<file path="config.mk">
export PLATFORM = sky130hd
export DESIGN_NAME = hilo_mdu
export DESIGN_NICKNAME = d
export VERILOG_FILES = /design/src/rtl/hilo_mdu.sv
export SDC_FILE = /design/constraint.sdc
export NUM_CORES = 1
export LEC_CHECK = 0
export CAP_MARGIN = 20
export CORE_MARGIN = 2
export CORE_UTILIZATION = 25
export DETAILED_ROUTE_END_ITERATION = 10
export PLACE_DENSITY = 0.49
export SYNTH_ARGS = -nofsm -noshare
export SYNTH_HDL_FRONTEND = slang
export SYNTH_SLANG_ARGS = --single-unit
</file>
<file path="constraint.sdc">
create_clock -name clk -period 15.3 [get_ports clk]
set_clock_uncertainty 0.15 [all_clocks]
set_input_delay 2.295 -clock clk [delete_from_list [all_inputs] [get_ports clk]]
set_output_delay 2.295 -clock clk [all_outputs]
set_load 0.01 [all_outputs]
</file>
<file path="src/rtl/hilo_mdu.sv">
// hilo_mdu: multi-cycle MIPS multiply/divide unit feeding the HI/LO file.
// Ports: clk, rst (sync, active-high), start/op/src_a/src_b/flush in;
//   stall_o, hi_o, lo_o, we_hi, we_lo, we_hilo, done_o out.
// Build option: HILO_MDU_FAST_MUL_EN selects a single-cycle multiplier.
module hilo_mdu #(
  parameter int WIDTH = 32
) (
  input  logic             clk,
  input  logic             rst,
  input  logic             start,
  input  logic [2:0]       op,
  input  logic [WIDTH-1:0] src_a,
  input  logic [WIDTH-1:0] src_b,
  input  logic             flush,
  output logic             stall_o,
  output logic [WIDTH-1:0] hi_o,
  output logic [WIDTH-1:0] lo_o,
  output logic             we_hi,
  output logic             we_lo,
  output logic             we_hilo,
  output logic             done_o
);

  localparam int CW = $clog2(WIDTH);

  localparam logic [2:0] OP_MULT  = 3'd0;
  localparam logic [2:0] OP_MULTU = 3'd1;
  localparam logic [2:0] OP_DIV   = 3'd2;
  localparam logic [2:0] OP_DIVU  = 3'd3;
  localparam logic [2:0] OP_MTHI  = 3'd4;
  localparam logic [2:0] OP_MTLO  = 3'd5;

  typedef enum logic [1:0] {
    IDLE,
    CALC,
    DONE
  } state_t;

  state_t           state_q, state_d;
  logic [2:0]       op_q, op_d;
  logic [WIDTH-1:0] opnd_q, opnd_d;
  logic [WIDTH-1:0] acc_hi_q, acc_hi_d;
  logic [WIDTH-1:0] acc_lo_q, acc_lo_d;
  logic [WIDTH-1:0] hi_q, hi_d;
  logic [WIDTH-1:0] lo_q, lo_d;
  logic             neg_q, neg_d;
  logic             sa_q, sa_d;
  logic [CW-1:0]    cnt_q, cnt_d;
  logic             we_hi_q, we_hi_d;
  logic             we_lo_q, we_lo_d;
  logic             we_hilo_q, we_hilo_d;
  logic             done_q, done_d;

  // Operand magnitudes; unsigned ops keep the raw bits.
  logic             is_signed;
  logic             a_neg;
  logic             b_neg;
  logic [WIDTH-1:0] mag_a;
  logic [WIDTH-1:0] mag_b;

  assign is_signed = (op == OP_MULT) || (op == OP_DIV);
  assign a_neg     = is_signed & src_a[WIDTH-1];
  assign b_neg     = is_signed & src_b[WIDTH-1];
  assign mag_a     = a_neg ? -src_a : src_a;
  assign mag_b     = b_neg ? -src_b : src_b;

  // One iteration step. Divide keeps {rem, quotient/dividend} in
  // acc_hi/acc_lo; multiply keeps {partial product, multiplier}.
  logic             q_div;
  logic [WIDTH:0]   div_sh;
  logic [WIDTH:0]   div_diff;
  logic [WIDTH:0]   mul_sum;
  logic [WIDTH-1:0] it_hi;
  logic [WIDTH-1:0] it_lo;

  assign q_div    = op_q[1];
  assign div_sh   = {acc_hi_q, acc_lo_q[WIDTH-1]};
  assign div_diff = div_sh - {1'b0, opnd_q};
  assign mul_sum  = {1'b0, acc_hi_q}
                  + (acc_lo_q[0] ? {1'b0, opnd_q} : '0);

  assign it_hi = q_div
               ? (div_diff[WIDTH] ? div_sh[WIDTH-1:0]
                                  : div_diff[WIDTH-1:0])
               : mul_sum[WIDTH:1];
  assign it_lo = q_div
               ? {acc_lo_q[WIDTH-2:0], ~div_diff[WIDTH]}
               : {mul_sum[0], acc_lo_q[WIDTH-1:1]};

  // Sign fix-up on the final iteration result.
  logic [2*WIDTH-1:0] it_prod;
  logic [2*WIDTH-1:0] mul_res;
  logic [WIDTH-1:0]   quo_res;
  logic [WIDTH-1:0]   rem_res;

  assign it_prod = {it_hi, it_lo};
  assign mul_res = neg_q ? -it_prod : it_prod;
  assign quo_res = neg_q ? -it_lo : it_lo;
  assign rem_res = sa_q ? -it_hi : it_hi;

`ifdef HILO_MDU_FAST_MUL_EN
  logic [2*WIDTH-1:0] f_prod;
  logic [2*WIDTH-1:0] f_res;

  assign f_prod = {{WIDTH{1'b0}}, mag_a} * {{WIDTH{1'b0}}, mag_b};
  assign f_res  = (a_neg ^ b_neg) ? -f_prod : f_prod;
`endif

  always_comb begin
    state_d   = state_q;
    op_d      = op_q;
    opnd_d    = opnd_q;
    acc_hi_d  = acc_hi_q;
    acc_lo_d  = acc_lo_q;
    hi_d      = hi_q;
    lo_d      = lo_q;
    neg_d     = neg_q;
    sa_d      = sa_q;
    cnt_d     = cnt_q;
    we_hi_d   = 1'b0;
    we_lo_d   = 1'b0;
    we_hilo_d = 1'b0;
    done_d    = 1'b0;
    stall_o   = 1'b0;

    case (state_q)
      IDLE: begin
        if (start && !flush) begin
          case (op)
            OP_MTHI: begin
              hi_d    = src_a;
              we_hi_d = 1'b1;
              done_d  = 1'b1;
              state_d = DONE;
            end
            OP_MTLO: begin
              lo_d    = src_a;
              we_lo_d = 1'b1;
              done_d  = 1'b1;
              state_d = DONE;
            end
            OP_MULT, OP_MULTU: begin
`ifdef HILO_MDU_FAST_MUL_EN
              hi_d      = f_res[2*WIDTH-1:WIDTH];
              lo_d      = f_res[WIDTH-1:0];
              we_hilo_d = 1'b1;
              done_d    = 1'b1;
              state_d   = DONE;
`else
              op_d     = op;
              opnd_d   = mag_a;
              acc_hi_d = '0;
              acc_lo_d = mag_b;
              neg_d    = a_neg ^ b_neg;
              cnt_d    = '0;
              stall_o  = 1'b1;
              state_d  = CALC;
`endif
            end
            OP_DIV, OP_DIVU: begin
              if (src_b == '0) begin
                hi_d      = src_a;
                lo_d      = '1;
                we_hilo_d = 1'b1;
                done_d    = 1'b1;
                state_d   = DONE;
              end else begin
                op_d     = op;
                opnd_d   = mag_b;
                acc_hi_d = '0;
                acc_lo_d = mag_a;
                neg_d    = a_neg ^ b_neg;
                sa_d     = a_neg;
                cnt_d    = '0;
                stall_o  = 1'b1;
                state_d  = CALC;
              end
            end
            default: ;
          endcase
        end
      end
      CALC: begin
        stall_o  = 1'b1;
        acc_hi_d = it_hi;
        acc_lo_d = it_lo;
        cnt_d    = cnt_q + CW'(1);
        if (cnt_q == CW'(WIDTH - 1)) begin
          if (q_div) begin
            hi_d = rem_res;
            lo_d = quo_res;
          end else begin
            hi_d = mul_res[2*WIDTH-1:WIDTH];
            lo_d = mul_res[WIDTH-1:0];
          end
          we_hilo_d = 1'b1;
          done_d    = 1'b1;
          state_d   = DONE;
        end
      end
      DONE: begin
        state_d = IDLE;
      end
      default: begin
        state_d = IDLE;
      end
    endcase

    // Abort: nothing from this op may reach HI/LO.
    if (flush) begin
      state_d   = IDLE;
      hi_d      = hi_q;
      lo_d      = lo_q;
      we_hi_d   = 1'b0;
      we_lo_d   = 1'b0;
      we_hilo_d = 1'b0;
      done_d    = 1'b0;
    end
  end

  always_ff @(posedge clk) begin
    if (rst) begin
      state_q   <= IDLE;
      op_q      <= '0;
      opnd_q    <= '0;
      acc_hi_q  <= '0;
      acc_lo_q  <= '0;
      hi_q      <= '0;
      lo_q      <= '0;
      neg_q     <= 1'b0;
      sa_q      <= 1'b0;
      cnt_q     <= '0;
      we_hi_q   <= 1'b0;
      we_lo_q   <= 1'b0;
      we_hilo_q <= 1'b0;
      done_q    <= 1'b0;
    end else begin
      state_q   <= state_d;
      op_q      <= op_d;
      opnd_q    <= opnd_d;
      acc_hi_q  <= acc_hi_d;
      acc_lo_q  <= acc_lo_d;
      hi_q      <= hi_d;
      lo_q      <= lo_d;
      neg_q     <= neg_d;
      sa_q      <= sa_d;
      cnt_q     <= cnt_d;
      we_hi_q   <= we_hi_d;
      we_lo_q   <= we_lo_d;
      we_hilo_q <= we_hilo_d;
      done_q    <= done_d;
    end
  end

  // A flush landing in the DONE cycle still kills the write.
  assign hi_o    = hi_q;
  assign lo_o    = lo_q;
  assign we_hi   = we_hi_q & ~flush;
  assign we_lo   = we_lo_q & ~flush;
  assign we_hilo = we_hilo_q & ~flush;
  assign done_o  = done_q & ~flush;

endmodule

</file>
# Yosys cells after proc, flatten, opt, wreduce, memory -nomap -nowiden
# Cells that the tools add are included.
# W data, S select, Z words.
# totals
elab_cells,127
in_bits,71
register_bits,175
output_inout_bits,69
# op_classes
n_addsub,8
mux,58
reduce_logical,19
bitwise_logic,12
n_eq_ne,16
# op_table
cell,count
$mux W32,21
$pmux W32 S2,9
$neg A32 Y32,4
$mux W64,1
$neg A64 Y64,1
$add A32 B32 Y33,1
$sub A33 B32 Y33,1
$logic_not A32 Y1,1
$pmux W5 S2,2
$pmux W1 S2,6
$reduce_and A4 Y1,3
$reduce_and A6 Y1,2
$mux W1,10
$mux W5,2
$ne A3 B1 Y1 const B,3
$mux W2,4
$pmux W2 S2,2
$reduce_or A2 Y1,4
$and A1 B1 Y1,6
$eq A3 B2 Y1 const B,2
$eq A3 B3 Y1 const B,2
$ne A2 B2 Y1 const B,3
$ne A3 B3 Y1 const B,2
$pmux W2 S3,1
15 further kinds,20

# Logic depth before layout (Yosys ltp)
# Gate-level depths: netlist (run 1).
# logic_depth
ltp_word,8
ltp_mapped,26
depth_no_buf,24

# Worst setup path after synthesis (run 1)
# OpenSTA, ideal clock, no wires.
# synth_timing
path_type,input port to output port
start,input src_b[3]
end,output stall_o
arrival_time_ps,4344
required_ps,12855
setup_slack_ps,8511
stages,10
path_cell_list,or4_1 -> nor3b_1 -> nand2_1 -> nor2_1 -> nand2_1 -> or3_1 -> nor3_1 -> nor2_1 -> o21ai_0 -> nand2_1
# synth_via
elab_chain_cells,5
# synth_lines
element,line,text
"start, declared",13,"input logic [WIDTH-1:0] src_b,"
$logic_not A32 Y1,161,if (src_b == '0) begin
$mux W1,161,
$pmux W1 S2,129,case (op)
$mux W1,128,if (start && !flush) begin
$pmux W1 S2,126,case (state_q)
"end, declared",15,"output logic stall_o,"
# Every way passes these cells.

# Final worst setup path (run 1)
# layout_timing
start,input src_b[2]
end,output stall_o
# The elaborated chain is that of the path after synthesis.

==> results of run 1 <==
state kept, by name (all words and copies together), names as in the netlist:
signal / flops
done_q: 1
lo_o: 32
opnd_q: 32
we_hi_q: 1
hi_o: 32
acc_lo_q: 32
neg_q: 1
acc_hi_q: 32
cnt_q: 5
state_q: 2
we_lo_q: 1
we_hilo_q: 1
op_q: 1
sa_q: 1
tightest hold or removal path, stage by stage (launching register included):
cell	delay, ns
dfxtp_1	0.31
nand2_1	0.05
a21oi_1	0.05
power groups by stage:
stage	sequential (W)	clock, W	combinational (W)
3_3_place_gp	0.000502	0	0.000398
5_1_grt	0.000495	0.000486	0.000438
6_report	0.000493	0.000462	0.000405
2_1_floorplan	0.000495	0	0.000257
3_5_place_dp	0.000503	0	0.000399
4_1_cts	0.000492	0.000467	0.000401
layout make-up:
type / count / area (sq um) / area share (%)
multi-input combinational: 1814 / 11500 / 62.4
sequential: 174 / 3490 / 19.0
timing repair buffer: 159 / 1540 / 8.38
tap: 837 / 1050 / 5.70
clock buffer: 22 / 495 / 2.70
inverter: 63 / 236 / 1.29
clock inverter: 10 / 100 / 0.545
antenna: 1 / 2.50 / 0.0136
cells in the final DEF (no fill, tap or decap), drive strengths merged, types with 15 or more instances in the layout:
cell	n
inv	66
nor2	241
o211ai	72
nand3	39
mux2i	67
nand2	272
a22oi	27
or3	20
xor2	73
nand4	22
ha	73
xnor2	87
dfxtp	174
clkdlybuf4s50	138
a211oi	30
and2	53
a21oi	186
buf	21
and3	19
o21ai	162
a311oi	15
a31oi	50
o31ai	15
clkbuf	22
nor3	52
nand2b	18
a21o	20
nor2b	19
nor4	18
path summary, 6_finish.rpt:
| kind | startpoint | endpoint | slack, ns | cells after the start |
|---|---|---|---|---|
| worst max-delay path | src_b[2] | stall_o | 6.85 | 12 |
| worst min-delay path | lo_o[6] | lo_o[6] | 0.31 | 2 |
| worst max register to register | opnd_q[24] | hi_o[20] | 8.48 | 20 |
| worst min register to register | lo_o[6] | lo_o[6] | 0.31 | 2 |
per-stage QoR:
step                      hold slack, ns  total power (W)  cells  area, sq um  worst slack, ns
after floorplan                    0.290         0.000752   2190        15700             8.51
after global placement             0.300         0.000901   3046        17800             6.92
after detailed placement           0.300         0.000901   3046        17800             6.91
after CTS                          0.309          0.00136   3078        18300             6.91
after global routing               0.334          0.00142   3079        18400             6.53
final                              0.306          0.00136   3080        18400             6.85
cell families (layout without fill, tap and decap cells):
logic type      count (synthesis)  count (layout)  share of synthesized area [%]
simple gates                  817             817                           24.6
compound gates                688             688                           28.3
mux                            74              74                           4.77
flops                         174             174                           22.2
fa+ha+maj                      75              75                           6.07
other cells                     0               1                              0
xor+xnor                      160             160                           8.92
buf+inv                       202             254                           5.15
routing by layer:
metal / vias to the layer above / routed length [microns]
met1: 8149 / 30200
met5: - / 0
li1: 8014 / -
met4: 0 / 2540
met2: 607 / 30500
met3: 95 / 4130
==> flow_summary.rst, run 1 <==
.. list-table::
   :header-rows: 1

   * - Metric
     - Value
   * - Power spent charging and discharging nets
     - about 0.00050 W
   * - Flop pwr share
     - between 30% and 40%
   * - Shortest clock period the worst path allows after layout
     - around 8.4 ns
   * - Proportion of synthesized flip-flops having asynchronous set or reset
     - 0%
   * - Number of standard cells after synthesis
     - around 2200
   * - DRC viols
     - 0
   * - CTS H-tree lvls
     - 4
   * - Static power due to leakage
     - around 6.6 nW
   * - Most frequent cell after synthesis
     - nand2_1
   * - Family with the most delay on the worst path
     - simple AND/OR/NAND/NOR gates
   * - Share of final-layout standard cells stronger than drive strength 1
     - under 10%
   * - Root cell of the clock tree
     - clkbuf_16
   * - Remaining Overflow, GRT
     - 0
   * - CP dominant cell by count
     - nand2_1
   * - Starting Density
     - 25.3%
   * - Transition time of the tightest slew-check pin
     - 1.08 ns
   * - Number of ports placed on the die boundary
     - 140
   * - First-pass GRT wire length
     - around 99 mm
   * - Top achievable clock speed
     - around 120 MHz
   * - Cell Rows
     - between 90 and 100
   * - Number of design-rule violations left by the first detailed-router iteration
     - between 1000 and 1500
   * - Startpoint type of the worst setup path
     - input port
   * - Cell at the slowest stage of the critical path
     - or4_1
   * - Proportion of netlist area held by the largest area contributor
     - around 22%
   * - Critical path's largest stage delay
     - slightly below 0.6 ns
   * - Mean routed wirelength per cell
     - ~22 microns
   * - Count of antenna-violating nets left after detailed routing
     - 0
   * - Utilization after layout
     - between 20 and 30%
   * - Number of buffer and inverter instances along the worst setup path
     - 2
   * - Largest fanout on the critical path
     - 6
   * - Number of hold buffers added after CTS
     - 0
   * - Detailed-route via count
     - 16900
   * - Outcome
     - finished clean
   * - Sum of routed wire length over all layers
     - between 60 and 70 mm
   * - Detailed-router iteration count before antenna repair
     - 6
   * - Grt met1 use
     - roughly 28%
   * - Detailed placement HPWL
     - between 50 and 60 mm
   * - Yosys synthesis warning count
     - 0
   * - Internal power consumption
     - between 0.0008 and 0.0009 W
   * - Overall die height
     - ~250 microns
   * - Sequential fraction of the synthesis area
     - approximately 22%
   * - Deepest clock path buffer count
     - 2
   * - Post-DR vias/cell
     - around 5.5
   * - Data arrival at the endpoint of the critical path
     - roughly 6.0 ns
   * - Fraction of power consumed by combinational cells
     - about 30%
   * - Dominant cell type by area after synthesis
     - dfxtp_1
   * - Number of global-route vias before repair
     - 15700
   * - Gp weighted congestion
     - approximately 0.93
   * - IO Port Bufs
     - around 140
   * - Summed instance area of the synthesized netlist
     - 0.0157 sq mm
   * - Final hold vios
     - 0
   * - Switching power as a share of total power
     - a little over a third
   * - Worst voltage drop across the vdd grid
     - 0.0765 mV
   * - Layout fillers
     - about 6800
   * - Final count of pins violating max slew
     - 0
   * - Aggregate global-route resource usage
     - between 20% and 30%
   * - Number of clock sinks
     - 174
   * - Core Area
     - just over 0.06 sq mm
   * - Clock-pin slew of the registers on the worst-case setup and hold paths
     - approximately 0.070 ns
   * - Power per Cell Area
     - 74.1 mW/mm^2
   * - Post-synthesis area per instance
     - roughly 7.2 sq um
   * - Clock tree from TritonCTS
     - done
   * - Setup Crit Path Kind
     - input port to output pin
   * - Number of nets in the layout
     - 2375
   * - Largest net degree at the start of global routing
     - a little over 90
   * - Quantity of gates resized following cts
     - 0
   * - Most used routing layer
     - met2
   * - Clock latency on the worst-skew pair
     - between 0.4 and 0.5 ns
   * - Required @ worst endpoint
     - approximately 13 ns
   * - Ratio of final minimum period to clock period
     - between 50 and 60%
   * - GR met2 Demand/Resource
     - ~32%
   * - Number of synthesized flops with an enable pin
     - 0
   * - Worst Setup End Kind
     - output pin
   * - Aggregate negative setup slack
     - 0 ns
   * - Final-report setup violation count
     - 0
   * - Number of max-cap violations
     - 0
   * - Most used standard cells in the synthesized netlist
     - nand2_1 (272), nor2_1 (241), a21oi_1 (186)
   * - Net Count, Synth
     - 2336
   * - Setup repair after global routing missed its margin
     - false
   * - Synth top area cells
     - dfxtp_1 (22%), nand2_1 (6.5%), a21oi_1 (5.9%)
   * - Clock network fraction of design power
     - between 30 and 40%
   * - Number of CTS-inserted buffers
     - 17
   * - Flip-flop and latch count after synthesis
     - ~170
   * - Headroom to the max-slew limit
     - 27.7%
   * - Most frequently used flop master after synthesis
     - dfxtp_1
   * - Horizontal extent of the die
     - approximately 250 microns
   * - Setup bufs post-CTS
     - 0
   * - Met3 usage in global routing
     - ~2.8%
   * - Worst hold path class
     - register to register
   * - Number of different library cells in the post-synthesis netlist
     - between 80 and 90
   * - Area added between synthesis and finish
     - 16.9%
   * - Number of antenna violations at the first check in global routing
     - 0
   * - Floorplan die area
     - 0.0648 sq mm
   * - Series of cell instances along the critical path
     - clkdlybuf4s50_1 -> or4_1 -> nor3b_1 -> nand2_1 -> nor2_1 -> nand2_1 -> or3_1 -> nor3_1 -> nor2_1 -> o21ai_0 -> nand2_1 -> clkdlybuf4s50_1
No activity file was read; power rests on OpenSTA's default activity.
==> run 2, diff against run 1 <==
==> constraint.sdc (replaced) <==
create_clock -name clk -period 8.4 [get_ports clk]
set_clock_uncertainty 0.15 [all_clocks]
set_input_delay 1.26 -clock clk [delete_from_list [all_inputs] [get_ports clk]]
set_output_delay 1.26 -clock clk [all_outputs]
set_load 0.01 [all_outputs]
==> flow_summary.rst, run 2 (synthesis gave the netlist of run 1 again) <==
.. list-table::
   :header-rows: 1

   * - Metric
     - Value
   * - Headroom to the max-slew limit
     - 29.5% (was 27.7%)
   * - Area of combinational cells with multiple inputs
     - 0.0115 sq mm (unchanged)
   * - Count of antenna-violating nets left after detailed routing
     - 0 (unchanged)
   * - Layout fillers
     - 6845 (was 6821)
   * - Shortest clock period the worst path allows after layout
     - around 6.5 ns
   * - Ratio of final minimum period to clock period
     - between 70 and 80%
   * - First-pass GRT wire length
     - 100 mm (was 99.5 mm)
   * - Detailed placement HPWL
     - 53.3 mm (was 52.3 mm)
   * - Number of global-route vias before repair
     - 15900 (was 15700)
   * - Worst hold path class
     - register to register (unchanged)
   * - Setup repair after global routing missed its margin
     - false (unchanged)
   * - Setup bufs post-CTS
     - 0 (unchanged)
   * - Number of design-rule violations left by the first detailed-router iteration
     - 1641 (was 1486)
   * - Most common cell after layout, fill and taps aside
     - nand2_1 (unchanged)
   * - Detailed-router iteration count before antenna repair
     - 6 (unchanged)
   * - CTS H-tree lvls
     - 4 (unchanged)
   * - Transition time of the tightest slew-check pin
     - 1.06 ns (was 1.08 ns)
   * - Top achievable clock speed
     - 154 MHz
   * - Number of ports placed on the die boundary
     - 140 (unchanged)
   * - Worst voltage drop across the vdd grid
     - 0.104 mV (was 0.0765 mV)
   * - Final-report setup violation count
     - 0 (unchanged)
   * - Clock latency on the worst-skew pair
     - 0.47 ns (was 0.46 ns)
   * - Number of nets in the layout
     - 2376 (was 2375)
   * - Final count of pins violating max slew
     - 0 (unchanged)
   * - Critical path's largest stage delay
     - 0.59 ns (was 0.58 ns)
   * - Number of antenna violations at the first check in global routing
     - 5 (was 0)
   * - Aggregate negative setup slack
     - 0 ns (unchanged)
   * - Horizontal extent of the die
     - 255 microns (unchanged)
   * - Largest fanout on the critical path
     - 7 (was 6)
   * - Series of cell instances along the critical path
     - inv_1 -> ha_1 -> nand4_2 -> nor4_4 -> a22oi_2 -> a21boi_1 -> a211o_1 -> nor2_1 -> a21oi_1 -> ha_1 -> o21ai_0 -> or4_1 -> nor3_1 -> nand2b_1 -> o21ai_0 -> nand2b_1 -> a41oi_1 -> xnor2_1 -> o211ai_1 -> o211a_1 (was clkdlybuf4s50_1 -> or4_1 -> nor3b_1 -> nand2_1 -> nor2_1 -> nand2_1 -> or3_1 -> nor3_1 -> nor2_1 -> o21ai_0 -> nand2_1 -> clkdlybuf4s50_1)
   * - Share of final-layout standard cells stronger than drive strength 1
     - 4.41% (was 4.42%)
   * - Deepest clock path buffer count
     - 2 (unchanged)
   * - Detailed-route via count
     - 16900 (about the same)
   * - Clock tree from TritonCTS
     - done (unchanged)
   * - Number of CTS-inserted buffers
     - 17 (unchanged)
   * - Worst Hold Margin
     - 0.312 ns (was 0.306 ns)
   * - Post-DR vias/cell
     - 5.50 (was 5.48)
   * - Most used cells in the layout excluding fill and tap cells
     - nand2_1 (272), nor2_1 (241), a21oi_1 (185) (unchanged)
   * - Final hold vios
     - 0 (unchanged)
   * - Startpoint type of the worst setup path
     - register (was input port)
   * - Aggregate global-route resource usage
     - 20.6% (was 20.4%)
   * - Outcome
     - finished clean (unchanged)
   * - IO Port Bufs
     - 139 (unchanged)
   * - Starting Density
     - 25.3% (unchanged)
   * - Sum of routed wire length over all layers
     - 68.2 mm (was 67.5 mm)
   * - Root cell of the clock tree
     - clkbuf_16 (unchanged)
   * - Number of hold buffers added after CTS
     - 0 (unchanged)
   * - Required @ worst endpoint
     - 8.61 ns (was 12.86 ns)
   * - Antenna cell count
     - 0 (was 1)
   * - Slack of the worst reg-to-reg path
     - 1.91 ns (was 8.48 ns)
   * - Clock-pin slew of the registers on the worst-case setup and hold paths
     - 0.08 ns (was 0.07 ns)
   * - Gp weighted congestion
     - 0.948 (was 0.929)
   * - Remaining Overflow, GRT
     - 0 (unchanged)
   * - Floorplan die area
     - 0.0648 sq mm (unchanged)
   * - Area added between synthesis and finish
     - 17.1% (was 16.9%)
   * - Mean routed wirelength per cell
     - 22.2 microns (was 21.9 microns)
   * - Number of clock sinks
     - 174 (unchanged)
   * - Number of max-cap violations
     - 0 (unchanged)
   * - DRC viols
     - 0 (unchanged)
   * - Power per Cell Area
     - 135 mW/mm^2 (was 74.1 mW/mm^2)
   * - Worst Setup End Kind
     - register (was output pin)
   * - Cell at the slowest stage of the critical path
     - or4_1 (unchanged)
   * - Static power due to leakage
     - 6.59 nW (was 6.58 nW)
   * - Largest net degree at the start of global routing
     - 101 (was 92)
   * - Area of all sequential standard cells
     - 0.00349 sq mm (unchanged)
   * - Overall die height
     - 255 microns (unchanged)
   * - Data arrival at the endpoint of the critical path
     - 6.70 ns (was 6.00 ns)
   * - Quantity of gates resized following cts
     - 0 (unchanged)
   * - Core Area
     - 0.0619 sq mm (unchanged)
   * - Setup Crit Path Kind
     - register to register (was input port to output pin)
   * - Cell Rows
     - 91 (unchanged)
-- run 2: worst paths after layout --
kind	start	to	cells after the start
max	opnd_q[30]	hi_o[20]	20
min	lo_o[4]	lo_o[4]	2
max reg2reg	opnd_q[30]	hi_o[20]	20
min reg2reg	lo_o[4]	lo_o[4]	2
-- run 2: final cells by class --
class | count | share of cell area [%]
Clock buffer | 21 | 2.57
Timing Repair Buffer | 160 | 8.52
Clock inverter | 11 | 0.701
Tap cell | 837 | 5.70
Inverter | 63 | 1.29
Sequential cell | 174 | 19.0
Multi-Input combinational cell | 1814 | 62.3
-- run 2: metal layers --
layer | share of wire (%) | vias up | track usage [%]
met5 | 0.019 | - | 0
met4 | 2.9 | 2 | 6.13
met3 | 5.8 | 94 | 2.99
met2 | 46 | 646 | 33.6
met1 | 45 | 8179 | 28.1
li1 | - | 8012 | -
-- run 2: report_power, final --
| group | leakage [nW] | switching (W) | internal (W) |
|---|---|---|---|
| Sequential | 1.41 | 0.0000363 | 0.000857 |
| Combinational | 4.90 | 0.000481 | 0.000263 |
| Clock | 0.278 | 0.000385 | 0.000466 |
| Total | 6.59 | 0.000902 | 0.00159 |
-- run 2: critical path: cells and delay by family, from the launching register on --
| kind | cells | cell delay [ns] |
|---|---|---|
| and+or+nand+nor | 7 | 2.56 |
| AOI/OAI and AO/OA | 9 | 2.25 |
| adders and majority gates | 2 | 0.61 |
| DFF | 1 | 0.46 |
| xor gates and xnor gates | 1 | 0.26 |
| buffers and inverters | 1 | 0.07 |
-- run 2: per-stage QoR --
step / power (W) / setup slack, ns / instance area [sq um] / instances / utilization, %
2_1_floorplan: 0.00137 / 3.02 / 15700 / 2190 / -
3_3_place_gp: 0.00164 / 2.05 / 17800 / 3046 / 28.7
5_1_grt: 0.00260 / 1.48 / 18400 / 3080 / 29.7
3_5_place_dp: 0.00164 / 2.02 / 17800 / 3046 / 28.7
6_report: 0.00249 / 1.91 / 18400 / 3080 / 29.7
4_1_cts: 0.00248 / 2.01 / 18400 / 3078 / 29.6
==> run 3, diff against run 2 <==
==> constraint.sdc (replaced) <==
create_clock -name clk -period 6.6 [get_ports clk]
set_clock_uncertainty 0.15 [all_clocks]
set_input_delay 0.99 -clock clk [delete_from_list [all_inputs] [get_ports clk]]
set_output_delay 0.99 -clock clk [all_outputs]
set_load 0.01 [all_outputs]
==> flow_summary.rst, run 3 (synthesis gave the netlist of run 1 again) <==
.. list-table::
   :header-rows: 1

   * - Metric
     - Value
   * - Top achievable clock speed
     - 163 MHz (was 154 MHz)
   * - Overall die height
     - 255 microns (unchanged)
   * - Floorplan die area
     - 0.0648 sq mm (unchanged)
   * - Clock-pin slew of the registers on the worst-case setup and hold paths
     - 0.07 ns (was 0.08 ns)
   * - Clock network fraction of design power
     - 34.6% (was 34.2%)
   * - CTS H-tree lvls
     - 4 (unchanged)
   * - Detailed placement HPWL
     - 54.0 mm (was 53.3 mm)
   * - Core Area
     - 0.0619 sq mm (unchanged)
   * - Static power due to leakage
     - 6.71 nW (was 6.59 nW)
   * - Largest net degree at the start of global routing
     - 106 (was 101)
   * - Number of global-route vias before repair
     - 16000 (was 15900)
   * - Setup Crit Path Kind
     - register to register (unchanged)
   * - Grt met1 use
     - 28.0% (was 28.1%)
   * - IO Port Bufs
     - 139 (unchanged)
   * - Area after detailed placement
     - 0.0179 sq mm (was 0.0178 sq mm)
   * - Outcome
     - finished clean (unchanged)
   * - GR met2 Demand/Resource
     - 32.9% (was 33.6%)
   * - Placed cell count
     - 3064 (was 3046)
   * - Count of antenna-violating nets left after detailed routing
     - 0 (unchanged)
   * - Number of CTS-inserted buffers
     - 17 (unchanged)
   * - Quantity of gates resized following cts
     - 0 (unchanged)
   * - Power spent charging and discharging nets
     - 0.00116 W (was 0.000902 W)
   * - Root cell of the clock tree
     - clkbuf_16 (unchanged)
   * - Transition time of the tightest slew-check pin
     - 0.993 ns (was 1.06 ns)
   * - Detailed-route via count
     - 16900 (about the same)
   * - Number of antenna violations at the first check in global routing
     - 0 (was 5)
   * - Utilization after layout
     - 29.9% (was 29.7%)
   * - Aggregate negative setup slack
     - 0 ns (unchanged)
   * - DRC viols
     - 0 (unchanged)
   * - Number of buffer and inverter instances along the worst setup path
     - 3 (was 1)
   * - Critical path's largest stage delay
     - 0.58 ns (was 0.59 ns)
   * - Deepest clock path buffer count
     - 2 (unchanged)
   * - Clock tree from TritonCTS
     - done (unchanged)
   * - Worst hold path class
     - register to register (unchanged)
   * - Number of design-rule violations left by the first detailed-router iteration
     - 1507 (was 1641)
   * - Required @ worst endpoint
     - 6.83 ns (was 8.61 ns)
   * - Shortest clock period the worst path allows after layout
     - 6.15 ns (was 6.49 ns)
   * - Cell at the slowest stage of the critical path
     - or4_1 (unchanged)
   * - Number of hold buffers added after CTS
     - 0 (unchanged)
   * - Share of final-layout standard cells stronger than drive strength 1
     - 5.18% (was 4.41%)
   * - Fraction of power consumed by combinational cells
     - 30.1% (was 29.9%)
   * - Power per Cell Area
     - 173 mW/mm^2 (was 135 mW/mm^2)
   * - Met3 usage in global routing
     - 4.32% (was 2.99%)
   * - Gp weighted congestion
     - 0.948 (about the same)
   * - First-pass GRT wire length
     - 102 mm (was 100 mm)
   * - Family with the most delay on the worst path
     - simple AND/OR/NAND/NOR gates (unchanged)
   * - Clock latency on the worst-skew pair
     - 0.47 ns (about the same)
   * - Worst voltage drop across the vdd grid
     - 0.149 mV (was 0.104 mV)
   * - Sum of routed wire length over all layers
     - 69.0 mm (was 68.2 mm)
   * - Worst Setup Slack post-DPL
     - 0.568 ns (was 2.02 ns)
   * - Startpoint type of the worst setup path
     - register (unchanged)
   * - Ratio of final minimum period to clock period
     - 93.2% (was 77.3%)
   * - Number of clock sinks
     - 174 (unchanged)
   * - Final count of pins violating max slew
     - 0 (unchanged)
   * - Most used cells in the layout excluding fill and tap cells
     - nand2_1 (272), nor2_1 (241), a21oi_1 (185) (unchanged)
   * - Internal power consumption
     - 0.00205 W (was 0.00159 W)
   * - Horizontal extent of the die
     - 255 microns (unchanged)
   * - Switching power as a share of total power
     - 36.1% (was 36.2%)
   * - Setup repair after global routing missed its margin
     - false (unchanged)
   * - Flop pwr share
     - 35.3% (was 35.9%)
   * - Number of max-cap violations
     - 0 (unchanged)
   * - Detailed-router iteration count before antenna repair
     - 6 (unchanged)
   * - Mean routed wirelength per cell
     - 22.3 microns (was 22.2 microns)
   * - Data arrival at the endpoint of the critical path
     - 6.38 ns (was 6.70 ns)
   * - Most common cell after layout, fill and taps aside
     - nand2_1 (unchanged)
   * - Final hold vios
     - 0 (unchanged)
   * - Post-DR vias/cell
     - 5.47 (was 5.50)
   * - Area added between synthesis and finish
     - 18.1% (was 17.1%)
   * - Remaining Overflow, GRT
     - 0 (unchanged)
   * - Number of ports placed on the die boundary
     - 140 (unchanged)
   * - Number of nets in the layout
     - 2393 (was 2376)
   * - Final instance area
     - 0.0185 sq mm (was 0.0184 sq mm)
   * - Antenna cell count
     - 0 (unchanged)
   * - Setup ws final
     - 0.451 ns (was 1.91 ns)
   * - Number of cells in the finished layout apart from fillers
     - 3097 (was 3080)
   * - Starting Density
     - 25.3% (unchanged)
   * - Most used routing layer
     - met2 (unchanged)
   * - Aggregate global-route resource usage
     - 21.0% (was 20.6%)
   * - Headroom to the max-slew limit
     - 33.5% (was 29.5%)
   * - Final-report setup violation count
     - 0 (unchanged)
   * - Cell Rows
     - 91 (unchanged)
   * - Worst Setup End Kind
     - register (unchanged)
   * - Largest fanout on the critical path
     - 7 (unchanged)
run 3: cell count changes in the layout (fill, tap and decap cells not counted):
cell and delta:
buf_12 +3, clkinv_4 +3, bufinv_16 +1, inv_4 +1, clkinv_2 +1, clkbuf_16 -1, clkbuf_1 -1, buf_4 +15
buf_16 -1, clkbuf_8 +1, clkinvlp_4 -4, inv_6 -1
run 3: power by group through the flow:
stage                     combinational (W)  sequential, W  clock, W
after floorplan                    0.000596        0.00115         0
after detailed placement           0.000948        0.00116         0
after CTS                          0.000952        0.00113   0.00113
final                              0.000968        0.00114   0.00111
after global routing                0.00104        0.00114   0.00117
after global placement             0.000945        0.00116         0
run 3: worst register-to-register path, stage by stage (launching register included):
cell and delay [ns]:
dfxtp_1 0.33, inv_1 0.07, ha_1 0.15, inv_1 0.06
fa_1 0.42, a211oi_1 0.33, o211ai_1 0.17, and3_1 0.22
o211ai_1 0.43, a211o_1 0.24, nor2_1 0.09, a21oi_1 0.28
ha_1 0.22, o21ai_0 0.15, or4_1 0.58, nor3_1 0.26
buf_4 0.17, nand2b_1 0.20, nor2_1 0.19, a21oi_1 0.08
nor2_1 0.25, a31oi_1 0.16, nand2_1 0.14, a31oi_1 0.12
or4_1 0.42, a31oi_1 0.18
run 3: through the flow:
stage,hold WS [ns],power (W)
global placement,0.297,0.00210
global route,0.329,0.00335
floorplan,0.290,0.00174
detailed placement,0.295,0.00211
finish,0.304,0.00322
CTS,0.306,0.00322
run 3: worst paths after layout:
kind | start | to | slack [ns] | cells past startpoint
hold reg to reg | lo_o[0] | lo_o[0] | 0.30 | 2
hold / removal | lo_o[0] | lo_o[0] | 0.30 | 2
setup / recovery | acc_lo_q[31] | hi_o[22] | 0.45 | 25
setup reg to reg | acc_lo_q[31] | hi_o[22] | 0.45 | 25
run 3: cell type report:
class                           count  area [sq um]
Tap cell                          837          1050
Inverter                           63           236
Timing Repair Buffer              177          1710
Clock buffer                       20           457
Clock inverter                     12           158
Fill cell                        6792         43400
Multi-Input combinational cell   1814         11500
Sequential cell                   174          3490
run 3: per-layer routing:
layer | routed length (microns) | vias to the layer above
met5 | 0 | -
met4 | 2750 | 0
met3 | 4670 | 108
met2 | 31100 | 574
met1 | 30500 | 8222
li1 | - | 8039
run 3: what timing repair did:
item,4_1_cts,5_1_grt
buffers inserted,0,0
setup endpoints to repair,0,1
endpoints found under the hold margin,0,0
